`src/rtl/rf_wb_arbiter_if.sv`:
```
// Bundle of the arbiter's producer handshakes, register-file write port and decode hazard signals.
// The slave modport is the arbiter's view; the master modport is the surrounding pipeline's view.
interface rf_wb_arbiter_if #(
  parameter int DEPTH = 4
);
  localparam int CNT_W = $clog2(DEPTH) + 1;

  logic             i_a_valid;
  logic             o_a_ready;
  logic [4:0]       i_a_waddr;
  logic [31:0]      i_a_wdata;
  logic             i_b_valid;
  logic             o_b_ready;
  logic [4:0]       i_b_waddr;
  logic [31:0]      i_b_wdata;
  logic             i_wb_stall;
  logic             o_rd_wen;
  logic [4:0]       o_rd_waddr;
  logic [31:0]      o_rd_wdata;
  logic [4:0]       i_rs1_raddr;
  logic [4:0]       i_rs2_raddr;
  logic             o_rs1_pending;
  logic             o_rs2_pending;
  logic [31:0]      o_rs1_fwd_data;
  logic [31:0]      o_rs2_fwd_data;
  logic [CNT_W-1:0] o_count;

  modport slave (
    input  i_a_valid, i_a_waddr, i_a_wdata,
    input  i_b_valid, i_b_waddr, i_b_wdata,
    input  i_wb_stall, i_rs1_raddr, i_rs2_raddr,
    output o_a_ready, o_b_ready,
    output o_rd_wen, o_rd_waddr, o_rd_wdata,
    output o_rs1_pending, o_rs2_pending, o_rs1_fwd_data, o_rs2_fwd_data,
    output o_count
  );

  modport master (
    output i_a_valid, i_a_waddr, i_a_wdata,
    output i_b_valid, i_b_waddr, i_b_wdata,
    output i_wb_stall, i_rs1_raddr, i_rs2_raddr,
    input  o_a_ready, o_b_ready,
    input  o_rd_wen, o_rd_waddr, o_rd_wdata,
    input  o_rs1_pending, o_rs2_pending, o_rs1_fwd_data, o_rs2_fwd_data,
    input  o_count
  );
endinterface

```
`src/rtl/rf_wb_arbiter.sv`:
```
// Write-back arbiter: two producers (A has priority) feed an in-order FIFO drained one entry
// per cycle onto the register-file write port, with pending/forwarding lookup for decode.
module rf_wb_arbiter #(
  parameter int DEPTH = 4
) (
  input  logic         i_clk,
  input  logic         i_rst_n,
  rf_wb_arbiter_if.slave bus
);
  localparam int PTR_W = $clog2(DEPTH);
  localparam int CNT_W = PTR_W + 1;

  logic [4:0]       addr_mem [DEPTH];
  logic [31:0]      data_mem [DEPTH];

  logic [PTR_W-1:0] head_q, head_d;
  logic [PTR_W-1:0] tail_q, tail_d;
  logic [CNT_W-1:0] count_q, count_d;

  logic             full, empty;
  logic             a_fire, b_fire;
  logic             push, pop;
  logic [4:0]       push_addr;
  logic [31:0]      push_data;

  // NOTE: every signal driven here gets a default first, so no path can infer a latch.
  always_comb begin
    full      = (count_q == CNT_W'(DEPTH));
    empty     = (count_q == '0);
    a_fire    = bus.i_a_valid && !full;
    b_fire    = bus.i_b_valid && !full && !bus.i_a_valid;
    push_addr = a_fire ? bus.i_a_waddr : bus.i_b_waddr;
    push_data = a_fire ? bus.i_a_wdata : bus.i_b_wdata;
    // x0 transfers still handshake but are dropped here.
    push      = (a_fire || b_fire) && (push_addr != 5'd0);
    pop       = !empty && !bus.i_wb_stall;

    head_d    = pop  ? head_q + PTR_W'(1) : head_q;
    tail_d    = push ? tail_q + PTR_W'(1) : tail_q;
    count_d   = count_q;
    if (push && !pop) count_d = count_q + CNT_W'(1);
    if (pop && !push) count_d = count_q - CNT_W'(1);
  end

  assign bus.o_a_ready  = !full;
  assign bus.o_b_ready  = !full && !bus.i_a_valid;
  assign bus.o_rd_wen   = pop;
  assign bus.o_rd_waddr = empty ? 5'd0  : addr_mem[head_q];
  assign bus.o_rd_wdata = empty ? 32'd0 : data_mem[head_q];
  assign bus.o_count    = count_q;

  // Walk valid entries oldest to youngest so the last match seen is the youngest one.
  logic [PTR_W-1:0] idx;
  logic             rs1_hit, rs2_hit;
  logic [31:0]      rs1_fwd, rs2_fwd;

  always_comb begin
    idx     = head_q;
    rs1_hit = 1'b0;
    rs2_hit = 1'b0;
    rs1_fwd = '0;
    rs2_fwd = '0;
    for (int i = 0; i < DEPTH; i++) begin
      idx = head_q + PTR_W'(i);
      if (CNT_W'(i) < count_q) begin
        if (bus.i_rs1_raddr != 5'd0 && addr_mem[idx] == bus.i_rs1_raddr) begin
          rs1_hit = 1'b1;
          rs1_fwd = data_mem[idx];
        end
        if (bus.i_rs2_raddr != 5'd0 && addr_mem[idx] == bus.i_rs2_raddr) begin
          rs2_hit = 1'b1;
          rs2_fwd = data_mem[idx];
        end
      end
    end
  end

  assign bus.o_rs1_pending  = rs1_hit;
  assign bus.o_rs2_pending  = rs2_hit;
  assign bus.o_rs1_fwd_data = rs1_fwd;
  assign bus.o_rs2_fwd_data = rs2_fwd;

  // NOTE: sequential state is updated with non-blocking assignments only; all next-state math stays in always_comb.
  always_ff @(posedge i_clk or negedge i_rst_n) begin
    if (!i_rst_n) begin
      head_q  <= '0;
      tail_q  <= '0;
      count_q <= '0;
    end else begin
      head_q  <= head_d;
      tail_q  <= tail_d;
      count_q <= count_d;
    end
  end

  // NOTE: entry storage is deliberately not reset; occupancy comes from the pointers and count,
  // so stale contents are never visible on any output.
  always_ff @(posedge i_clk) begin
    if (push) begin
      addr_mem[tail_q] <= push_addr;
      data_mem[tail_q] <= push_data;
    end
  end
endmodule
```
`src/flat_wrapper.sv`:
```
// flat-port wrapper written by rule: the top's interface ports become plain ports
module rf_wb_arbiter_flat 
#(
  parameter int DEPTH = 4
)
  (i_clk, i_rst_n, bus_i_a_valid, bus_i_a_waddr, bus_i_a_wdata, bus_i_b_valid, bus_i_b_waddr, bus_i_b_wdata, bus_i_wb_stall, bus_i_rs1_raddr, bus_i_rs2_raddr, bus_o_a_ready, bus_o_b_ready, bus_o_rd_wen, bus_o_rd_waddr, bus_o_rd_wdata, bus_o_rs1_pending, bus_o_rs2_pending, bus_o_rs1_fwd_data, bus_o_rs2_fwd_data, bus_o_count);
  rf_wb_arbiter_if #(.DEPTH(DEPTH)) bus_i ();
  input  logic i_clk;
  input  logic i_rst_n;
  input wire logic [$bits(bus_i.i_a_valid)-1:0] bus_i_a_valid;
  input wire logic [$bits(bus_i.i_a_waddr)-1:0] bus_i_a_waddr;
  input wire logic [$bits(bus_i.i_a_wdata)-1:0] bus_i_a_wdata;
  input wire logic [$bits(bus_i.i_b_valid)-1:0] bus_i_b_valid;
  input wire logic [$bits(bus_i.i_b_waddr)-1:0] bus_i_b_waddr;
  input wire logic [$bits(bus_i.i_b_wdata)-1:0] bus_i_b_wdata;
  input wire logic [$bits(bus_i.i_wb_stall)-1:0] bus_i_wb_stall;
  input wire logic [$bits(bus_i.i_rs1_raddr)-1:0] bus_i_rs1_raddr;
  input wire logic [$bits(bus_i.i_rs2_raddr)-1:0] bus_i_rs2_raddr;
  output wire logic [$bits(bus_i.o_a_ready)-1:0] bus_o_a_ready;
  output wire logic [$bits(bus_i.o_b_ready)-1:0] bus_o_b_ready;
  output wire logic [$bits(bus_i.o_rd_wen)-1:0] bus_o_rd_wen;
  output wire logic [$bits(bus_i.o_rd_waddr)-1:0] bus_o_rd_waddr;
  output wire logic [$bits(bus_i.o_rd_wdata)-1:0] bus_o_rd_wdata;
  output wire logic [$bits(bus_i.o_rs1_pending)-1:0] bus_o_rs1_pending;
  output wire logic [$bits(bus_i.o_rs2_pending)-1:0] bus_o_rs2_pending;
  output wire logic [$bits(bus_i.o_rs1_fwd_data)-1:0] bus_o_rs1_fwd_data;
  output wire logic [$bits(bus_i.o_rs2_fwd_data)-1:0] bus_o_rs2_fwd_data;
  output wire logic [$bits(bus_i.o_count)-1:0] bus_o_count;
  assign bus_i.i_a_valid = bus_i_a_valid;
  assign bus_i.i_a_waddr = bus_i_a_waddr;
  assign bus_i.i_a_wdata = bus_i_a_wdata;
  assign bus_i.i_b_valid = bus_i_b_valid;
  assign bus_i.i_b_waddr = bus_i_b_waddr;
  assign bus_i.i_b_wdata = bus_i_b_wdata;
  assign bus_i.i_wb_stall = bus_i_wb_stall;
  assign bus_i.i_rs1_raddr = bus_i_rs1_raddr;
  assign bus_i.i_rs2_raddr = bus_i_rs2_raddr;
  assign bus_o_a_ready = bus_i.o_a_ready;
  assign bus_o_b_ready = bus_i.o_b_ready;
  assign bus_o_rd_wen = bus_i.o_rd_wen;
  assign bus_o_rd_waddr = bus_i.o_rd_waddr;
  assign bus_o_rd_wdata = bus_i.o_rd_wdata;
  assign bus_o_rs1_pending = bus_i.o_rs1_pending;
  assign bus_o_rs2_pending = bus_i.o_rs2_pending;
  assign bus_o_rs1_fwd_data = bus_i.o_rs1_fwd_data;
  assign bus_o_rs2_fwd_data = bus_i.o_rs2_fwd_data;
  assign bus_o_count = bus_i.o_count;
  rf_wb_arbiter #(.DEPTH(DEPTH)) u_core (.i_clk(i_clk), .i_rst_n(i_rst_n), .bus(bus_i));
endmodule
```
`config.mk`:
```
export PLATFORM = sky130hd
export DESIGN_NAME = rf_wb_arbiter_flat
export DESIGN_NICKNAME = d
export VERILOG_FILES = /design/src/rtl/rf_wb_arbiter_if.sv /design/src/rtl/rf_wb_arbiter.sv /design/src/flat_wrapper.sv
export SDC_FILE = /design/constraint.sdc
export NUM_CORES = 1
export LEC_CHECK = 0
export CAP_MARGIN = 20
export CORE_MARGIN = 4
export CORE_UTILIZATION = 60
export DETAILED_ROUTE_END_ITERATION = 6
export PLACE_DENSITY = 0.95
export SLEW_MARGIN = 5
export SYNTH_ARGS = -nofsm -noshare
export SYNTH_HDL_FRONTEND = slang
export SYNTH_SLANG_ARGS = --single-unit
export TNS_END_PERCENT = 20
```
`constraint.sdc`:
```
create_clock -name i_clk -period 7.08 [get_ports i_clk]
set_input_delay 0.708 -clock i_clk [delete_from_list [all_inputs] [get_ports i_clk]]
set_output_delay 0.708 -clock i_clk [all_outputs]
set_load 0.03 [all_outputs]
```
==> run metrics, run 1 <==
f_max=around 170 MHz; PwrDens=520 mW/mm^2; Post-synth EDFFs=148; Routed Antenna Nets=0; Net Count, Synth=between 1,000 and 1,500; CTS resizes=0; Int Power=4190 uW; die area=0.0228 mm^2; ant diodes=0; drt first pass iters=7; switch share=45.9%; Yosys top cell by area=edfxtp_1; Max Clock Skew=0.00555 ns; portion of total power attributed to combinational logic=66.2%; WL/cell=24.6 um; synthesized flop and latch total=155; clock latency on the worst-skew pair=0.43 ns; CORE AREA=0.0202 mm^2; Starting Density=60.7%; TritonCTS Buffers=17; port bufs=197; area grow syn2layout=21.4%; max_cap viols=0; Async S/R FF share, synth=4.52%; worst vdd ir=358 uV; GRT Overall Usage=29.3%; Sink Count=155; Util after Layout=around three quarters; first-pass GRT wire length=roughly 52,000 um; largest net degree at the start of global routing=72; CP max-delay cell=dfrtp_4; Clock Tree Buf Depth=2; postcts setup bufs=0; setup ws final=about 1.2 ns; Vias=between 9,000 and 10,000; setup TNS=0 ns; Die W=approximately 150 um; Final Max Tran Viols=0; Placer Congestion=about 0.87; DRC=6; Crit path arrival time=5.22 ns; relative slew slack=between 20 and 25%; synthesized area=0.0123 mm^2; GRT overflow=0; Hold Fails Final Rpt=0; Reg power frac=22.5%; CP cell instances=mux4_2, xnor2_1, nand4_1, nor4b_4, buf_4, a221oi_1, o31ai_2, clkdlybuf4s50_1; H-Tree Level Count=4; WP data required=6.37 ns; die height=roughly 150 um; Nets=1,183; initial antenna violation count=0; drt via density=7.18; final wirelength=33,700 um; vias in the first global route=9,644; count of final setup violators=0; placed inst area=roughly 0.014 mm^2; Yosys warning count=0; top cells by area, synth=edfxtp_1 (36%), mux4_2 (24%), mux2_2 (4.0%), nor2_1 (3.0%), o31ai_2 (2.9%); CP Class=reg2out; P_leak=0.00483 uW; Design Area, Final=between 0.01 and 0.015 mm^2; Syn Area/Cell=12.9 um^2; HPWL Detailed=around 22,000 um; delay-heaviest family, CP=buffers and inverters; proportion of layout cells with a drive suffix above 1=26.0%; Min-Delay Path Class=in2async; Crit path largest cell delay=1.03 ns; I/O pins=198; P_sw=about 3500 uW; clock network fraction of design power=a little under an eighth; CTS Root Cell=clkbuf_16; crit path max fanout=56; final cell count without fillers=1,368; status=finished, violations left; CTS tree=yes; area fraction of the dominant cell type after synthesis=36.3%; placed cell count=1,333; post-synthesis sequential area ratio=between 30 and 40%; Post-Syn Instances=952; Hold Buf Count CTS=0; Initial DRC Count=approximately 1,200; failing checks=design-rule violations; crit end category=output port; Least-Margin Pin Slew=between 1 and 1.5 ns; CP startpoint kind=flip-flop; Setup WS pre-CTS=around 1.5 ns; cell row count=52; Tmin final=5.93 ns; count of different cell masters after synthesis=55; Top FF cell, synth=edfxtp_1; fin crit share=83.7%; Worst-path clk slew=~0.06 ns; RSZ-0062 raised after global routing=false; Bufs and invs on worst path=2
cells by family (layout without fill, tap and decap cells):
logic type,Yosys count,in the layout,synth area share [%]
xor gates and xnor gates,48,48,3.68
and+or+nand+nor,270,270,10.6
adders and majority gates,9,9,0.919
buffers and inverters,112,258,4.66
muxes,201,201,31.0
AOI/OAI and AO/OA,157,157,11.4
DFF,155,155,37.7
state kept, by name, summed over array words and instances (netlist names):
register            count
u_core.data_mem       128
u_core.addr_mem        20
u_core.tail_q           2
u_core.bus.o_count      3
u_core.head_q           2
cell usage in the layout (no fill, tap or decap), types with 16 or more instances in the layout:
master           count
mux2i_1             20
nor2_1              98
a221oi_1            32
edfxtp_1           148
xnor2_1             30
nand2_1             67
mux2_2              43
clkbuf_16           17
mux4_2             133
clkdlybuf4s50_1    197
nor2b_1             40
buf_4               16
o31ai_1             32
o31ai_2             28
nand3_1             34
a311oi_1            32
final timing paths:
check                                           start                      to  slack (ns)  depth (start not counted)
worst min-delay path                          i_rst_n        u_core.tail_q[1]        0.55                          1
worst max-delay path                 u_core.head_q[0]  bus_o_rs2_fwd_data[27]        1.15                          8
max in group asynchronous                     i_rst_n        u_core.head_q[1]        6.23                          1
worst min register to register       u_core.tail_q[1]        u_core.tail_q[1]        0.59                          1
worst max register to register  u_core.bus.o_count[0]  u_core.data_mem[3][28]        2.82                          8
min in group i_clk                   u_core.tail_q[1]        u_core.tail_q[1]        0.59                          1
layer usage:
metal | routed length (um) | share of wire [%] | GRT usage, %
met1 | 11400 | 34 | 36.8
met5 | 0 | 0 | 0
met4 | 1080 | 3.2 | 12.6
met3 | 4230 | 13 | 6.85
met2 | 17000 | 51 | 49.3
layout make-up:
class	instances	area, um^2
repair buffers	216	2170
multi-input cells	685	7140
well taps	270	338
clock buffers	17	425
fillers	1204	5300
clock inverters	15	139
inverters	10	37.5
flip-flops and latches	155	4630
per-stage QoR:
stage	hold WS [ns]	total power, uW
6_report	0.553	7740
5_1_grt	0.564	8100
4_1_cts	0.550	7650
3_5_place_dp	0.566	6750
3_3_place_gp	0.550	6610
2_1_floorplan	0.412	5260
power groups by stage:
stage               Sequential, uW  Clock [uW]  Combinational (uW)
detailed placement            1750           0                5000
finish                        1740         874                5120
global route                  1790         919                5390
floorplan                     1540           0                3720
global placement              1710           0                4900
CTS                           1740         875                5030
cells in the mapped netlist, types with 2 or more instances:
library cell,count
mux4_2,133
buf_2,35
dfrtp_1,7
o21ba_2,2
nand2_1,67
mux2i_1,20
and2_1,6
inv_2,2
o21ai_0,4
or4_1,2
a221oi_1,32
buf_1,12
o22ai_2,2
nand4_1,4
o31ai_2,28
a21oi_1,11
xnor2_2,4
nor4_4,2
buf_4,6
ha_1,9
buf_6,9
mux2_2,43
nor2b_1,41
mux4_1,4
xor2_1,13
a21o_1,5
o21bai_1,2
nor3_1,4
a311oi_1,32
clkbuf_1,39
edfxtp_1,148
nand3_1,34
inv_1,8
o31ai_1,32
xnor2_1,31
nor2_1,98
nor4_1,2
a211oi_1,2
Power figures use the tool's default switching activity.
==> inputs of run 2 (changes only) <==
--- a/config.mk
+++ b/config.mk
@@ -7,9 +7,9 @@
 export LEC_CHECK = 0
 export CAP_MARGIN = 20
 export CORE_MARGIN = 4
-export CORE_UTILIZATION = 60
+export CORE_UTILIZATION = 55
 export DETAILED_ROUTE_END_ITERATION = 6
-export PLACE_DENSITY = 0.95
+export PLACE_DENSITY = 0.93
 export SLEW_MARGIN = 5
 export SYNTH_ARGS = -nofsm -noshare
 export SYNTH_HDL_FRONTEND = slang
==> constraint.sdc (replaced) <==
create_clock -name i_clk -period 5.8 [get_ports i_clk]
set_input_delay 0.58 -clock i_clk [delete_from_list [all_inputs] [get_ports i_clk]]
set_output_delay 0.58 -clock i_clk [all_outputs]
set_load 0.03 [all_outputs]
==> run metrics, run 2 (same netlist as run 1, synthesis figures left out) <==
status=finished, final reports clean (was finished, violations left); drt via density=7.15 (was 7.18); die area=0.0247 mm^2 (was 0.0228 mm^2); HPWL Detailed=22,200 um (was 21,900 um); Worst-path clk slew=0.06 ns (about the same); largest net degree at the start of global routing=74 (was 72); TritonCTS Buffers=17 (unchanged); Starting Density=56.0% (was 60.7%); switch share=45.1% (was 45.9%); Max Clock Skew=0.00585 ns (was 0.00555 ns); Largest Register=u_core.data_mem (unchanged); CP Class=reg2out (unchanged); CTS resizes=0 (unchanged); I/O pins=198 (unchanged); max_cap viols=0 (unchanged); Vias=9,902 (was 9,826); proportion of layout cells with a drive suffix above 1=26.7% (was 26.0%); commonest cells after routing, fill and taps aside=clkdlybuf4s50_1 (197), edfxtp_1 (148), mux4_2 (133) (unchanged); RSZ-0062 raised after global routing=false (unchanged); Least-Margin Pin Slew=1.03 ns (was 1.13 ns); final cell count without fillers=1,385 (was 1,368); clock network fraction of design power=12.2% (was 11.3%); placed cell count=1,346 (was 1,333); area occupied by multi-input gates=0.00714 mm^2 (about the same); Hold Buf Count CTS=0 (unchanged); drt first pass iters=7 (unchanged); final wirelength=34,800 um (was 33,700 um); Bufs and invs on worst path=1 (was 2); GRT overflow=0 (unchanged); PwrDens=640 mW/mm^2 (was 520 mW/mm^2); DRC=0 (was 6); cell row count=54 (was 52); Sink Count=155 (unchanged); portion of total power attributed to combinational logic=66.5% (was 66.2%); H-Tree Level Count=4 (unchanged); P_sw=4350 uW (was 3550 uW); relative slew slack=31.2% (was 24.6%); crit path max fanout=34 (was 56); Crit path largest cell delay=0.82 ns (was 1.03 ns); port bufs=197 (unchanged); Min-Delay Path Class=in2async (unchanged); Nets=1,190 (was 1,183); delay-heaviest family, CP=simple AND/OR/NAND/NOR gates (was buffers and inverters); first-pass GRT wire length=53,100 um (was 51,600 um); Tmin final=between 5 and 6 ns; vias in the first global route=9,789 (was 9,644); P_leak=0.00491 uW (was 0.00483 uW); Largest register FFs=128 (unchanged); CP startpoint kind=flip-flop (unchanged); Hold Fails Final Rpt=0 (unchanged); count of final setup violators=0 (unchanged); Routed Antenna Nets=0 (unchanged); clock latency on the worst-skew pair=0.42 ns (was 0.43 ns); Initial DRC Count=1,457 (was 1,178); CTS tree=yes (unchanged); CP max-delay cell=and2_2 (was dfrtp_4); fin crit share=~90%; crit end category=output port (unchanged); Crit path arrival time=4.62 ns (was 5.22 ns); CTS Root Cell=clkbuf_16 (unchanged); FF+latch area=0.00463 mm^2 (unchanged); Die W=157 um (was 151 um); Reg power frac=21.3% (was 22.5%); Clock Tree Buf Depth=2 (unchanged); setup TNS=0 ns (unchanged); Int Power=5280 uW (was 4190 uW); postcts setup bufs=0 (unchanged); f_max=192 MHz; Placer Congestion=0.912 (was 0.872); CORE AREA=0.0219 mm^2 (was 0.0202 mm^2); Final Max Tran Viols=0 (unchanged); WL/cell=25.1 um (was 24.6 um); area grow syn2layout=22.9% (was 21.4%); most common cell after layout, fill and taps aside=clkdlybuf4s50_1 (unchanged); ant diodes=0 (unchanged); GRT Overall Usage=27.8% (was 29.3%); CP cell instances=mux4_2, xor2_1, nor3_1, and2_2, a221oi_1, o31ai_1, clkdlybuf4s50_1 (was mux4_2, xnor2_1, nand4_1, nor4b_4, buf_4, a221oi_1, o31ai_2, clkdlybuf4s50_1); WP data required=5.22 ns (was 6.37 ns); die height=157 um (was 151 um); # fillers=1,476 (was 1,204); worst vdd ir=360 uV (was 358 uV); initial antenna violation count=0 (unchanged)
## run 2: cell types whose count changed in the layout (fill, tap and decap cells not counted), moves of 3 or more
cell       previous run  this run
inv_6                 4         1
buf_12                1         4
bufinv_16             1         4
buf_4                16        19
## run 2: final cells by class
| cell class | instances | share of cell area, % |
|---|---|---|
| Multi-Input combinational cell | 685 | 47.4 |
| Timing Repair Buffer | 223 | 15.1 |
| Clock inverter | 14 | 1.30 |
| Sequential cell | 155 | 30.7 |
| Clock buffer | 18 | 2.85 |
| Inverter | 10 | 0.249 |
| Tap cell | 280 | 2.33 |
## run 2: worst reg2reg max path: cells and delay by family (launching register included)
kind	cells	cell delay [ns]
mux	1	0.33
simple gates	4	1.38
fa+ha+maj	1	0.24
buf+inv	2	0.36
flops	1	0.51
compound gates	1	0.49
## run 2: metrics by stage
stage          area (um^2)  worst slack (ns)  total power (uW)  util [%]  hold slack (ns)
2_1_floorplan        12300              2.12              6420         -            0.284
3_3_place_gp         14300              1.06              8120      65.2            0.555
3_5_place_dp         14300              1.03              8290      65.2            0.579
4_1_cts              14900             0.736              9500      68.0            0.404
5_1_grt              15100             0.449             10100      68.8            0.428
6_report             15100             0.602              9630      68.8            0.407
## run 2: final timing paths
check / end / cells after the start / from / slack, ns
setup / recovery: bus_o_rs2_fwd_data[31] / 7 / u_core.head_q[0] / 0.60
hold / removal: u_core.tail_q[0] / 1 / i_rst_n / 0.41
setup reg to reg: u_core.data_mem[3][13] / 9 / u_core.bus.o_count[0] / 2.16
hold reg to reg: u_core.tail_q[1] / 1 / u_core.tail_q[1] / 0.60
max in group asynchronous: u_core.head_q[1] / 1 / i_rst_n / 5.13
min in group i_clk: u_core.tail_q[1] / 1 / u_core.tail_q[1] / 0.60
## run 2: power groups by stage
stage	Combinational (uW)	Sequential (uW)	Clock, uW
finish	6400	2050	1180
global route	6730	2090	1230
CTS	6270	2050	1180
detailed placement	6220	2070	0
global placement	6110	2020	0
floorplan	4540	1880	0
## run 2: layer usage
metal  vias to the layer above  part of all wire (%)  GRT usage, %
met3                       146                    12          6.71
met5                         -                     0             0
met4                         0                   3.8          12.2
met1                      4828                    35          34.9
met2                       814                    49          46.2
li1                       4114                     -             -
==> inputs of run 3 (changes only) <==
--- a/config.mk
+++ b/config.mk
@@ -6,8 +6,8 @@
 export NUM_CORES = 1
 export LEC_CHECK = 0
 export CAP_MARGIN = 20
-export CORE_MARGIN = 4
 export CORE_UTILIZATION = 55
+export CTS_CLUSTER_SIZE = 20
 export DETAILED_ROUTE_END_ITERATION = 6
 export PLACE_DENSITY = 0.93
 export SLEW_MARGIN = 5
==> run metrics, run 3 (same netlist as run 1, synthesis figures left out) <==
status=finished, final reports clean (unchanged); WL/cell=24.6 um (was 25.1 um); clock latency on the worst-skew pair=0.44 ns (was 0.42 ns); first-pass GRT wire length=51,600 um (was 53,100 um); most common cell after layout, fill and taps aside=clkdlybuf4s50_1 (unchanged); Clock Tree Buf Depth=2 (unchanged); Die W=151 um (was 157 um); Routed Antenna Nets=0 (unchanged); Int Power=5200 uW (was 5280 uW); overall power=9510 uW (was 9630 uW); ant diodes=0 (unchanged); Reg power frac=22.3% (was 21.3%); Largest Register=u_core.data_mem (unchanged); Largest register FFs=128 (unchanged); initial antenna violation count=0 (unchanged); clock network fraction of design power=11.7% (was 12.2%); Crit path arrival time=4.73 ns (was 4.62 ns); commonest cells after routing, fill and taps aside=clkdlybuf4s50_1 (196), edfxtp_1 (148), mux4_2 (133) (was clkdlybuf4s50_1 (197), edfxtp_1 (148), mux4_2 (133)); Worst-path clk slew=0.06 ns (about the same); Util after Layout=68.6% (was 68.8%); drt via density=7.11 (was 7.15); P_leak=0.00488 uW (was 0.00491 uW); CTS resizes=0 (unchanged); HPWL Detailed=21,300 um (was 22,200 um); setup TNS=0 ns (unchanged); CTS tree=yes (unchanged); GRT Overall Usage=30.3% (was 27.8%); largest net degree at the start of global routing=69 (was 74); Bufs and invs on worst path=1 (unchanged); port bufs=197 (unchanged); WP data required=5.22 ns (about the same); CP cell instances=mux4_2, xor2_1, nor4_4, and2_2, a221oi_1, o31ai_1, clkdlybuf4s50_1 (was mux4_2, xor2_1, nor3_1, and2_2, a221oi_1, o31ai_1, clkdlybuf4s50_1); crit path max fanout=46 (was 34); CP startpoint kind=flip-flop (unchanged); f_max=188 MHz (was 192 MHz); fin crit share=91.6% (was 89.6%); crit end category=output port (unchanged); cell row count=54 (unchanged); I/O pins=198 (unchanged); Vias=9,846 (was 9,902); Tmin final=5.31 ns (was 5.20 ns); GRT overflow=0 (unchanged); Initial DRC Count=1,051 (was 1,457); count of final setup violators=0 (unchanged); Final Max Tran Viols=0 (unchanged); worst vdd ir=532 uV (was 360 uV); RSZ-0062 raised after global routing=false (unchanged); area grow syn2layout=22.3% (was 22.9%); DRC=0 (unchanged); Placer Congestion=0.841 (was 0.912); Nets=1,190 (unchanged); die height=151 um (was 157 um); die area=0.0229 mm^2 (was 0.0247 mm^2); Sink Count=155 (unchanged); CP Class=reg2out (unchanged); Starting Density=56.1% (was 56.0%); drt first pass iters=5 (was 7); Max Clock Skew=0.00868 ns (was 0.00585 ns); final wirelength=34,000 um (was 34,800 um); P_sw=4310 uW (was 4350 uW); vias in the first global route=9,593 (was 9,789); postcts setup bufs=0 (unchanged); delay-heaviest family, CP=simple AND/OR/NAND/NOR gates (unchanged); Hold Fails Final Rpt=0 (unchanged); CORE AREA=0.0218 mm^2 (was 0.0219 mm^2); H-Tree Level Count=4 (unchanged); portion of total power attributed to combinational logic=66.1% (was 66.5%); TritonCTS Buffers=17 (unchanged); Crit path largest cell delay=0.89 ns (was 0.82 ns); switch share=45.3% (was 45.1%); Hold Buf Count CTS=0 (unchanged); proportion of layout cells with a drive suffix above 1=26.4% (was 26.7%); Least-Margin Pin Slew=1.11 ns (was 1.03 ns); Min-Delay Path Class=in2async (unchanged); PwrDens=635 mW/mm^2 (was 640 mW/mm^2); relative slew slack=26.1% (was 31.2%); max_cap viols=0 (unchanged); CP max-delay cell=dfrtp_4 (was and2_2); CTS Root Cell=clkbuf_16 (unchanged)
==> run 3: stage by stage <==
step | setup slack [ns] | hold slack, ns | cells | area, um^2
floorplan | 2.12 | 0.284 | 952 | 12300
global placement | 0.989 | 0.549 | 1348 | 14300
detailed placement | 0.958 | 0.573 | 1348 | 14300
CTS | 0.489 | 0.408 | 1379 | 14900
global route | 0.323 | 0.435 | 1384 | 15000
finish | 0.486 | 0.417 | 1384 | 15000
==> run 3: path summary, 6_finish.rpt <==
| check | start | end | slack (ns) | cells past startpoint |
|---|---|---|---|---|
| hold / removal | i_rst_n | u_core.tail_q[1] | 0.42 | 1 |
| min in group i_clk | u_core.tail_q[1] | u_core.tail_q[1] | 0.59 | 1 |
| setup reg to reg | u_core.bus.o_count[0] | u_core.data_mem[2][20] | 1.92 | 8 |
| max in group asynchronous | i_rst_n | u_core.head_q[1] | 5.09 | 1 |
| setup / recovery | u_core.head_q[0] | bus_o_rs2_fwd_data[30] | 0.49 | 7 |
| hold reg to reg | u_core.tail_q[1] | u_core.tail_q[1] | 0.59 | 1 |
==> run 3: power groups by stage <==
stage               Combinational (uW)  Sequential (uW)  Clock, uW
floorplan                         4540             1880          0
global placement                  6040             2070          0
detailed placement                6150             2120          0
CTS                               6200             2110       1110
global route                      6620             2170       1150
finish                            6280             2120       1110
==> run 3: final cells by class <==
type | instances | area (um^2)
Multi-Input combinational cell | 685 | 7140
Fill cell | 1460 | 6840
Sequential cell | 155 | 4630
Timing Repair Buffer | 223 | 2250
Clock buffer | 19 | 433
Tap cell | 280 | 350
Clock inverter | 12 | 146
Inverter | 10 | 37.5
==> run 3: routing by layer <==
metal  up-vias  routed length [um]  GRT usage [%]
li1       4106                   -              -
met1      4826               12000           39.3
met2       762               16600           48.6
met3       152                4020           6.17
met4         0                1410           15.4
met5         -                   0              0
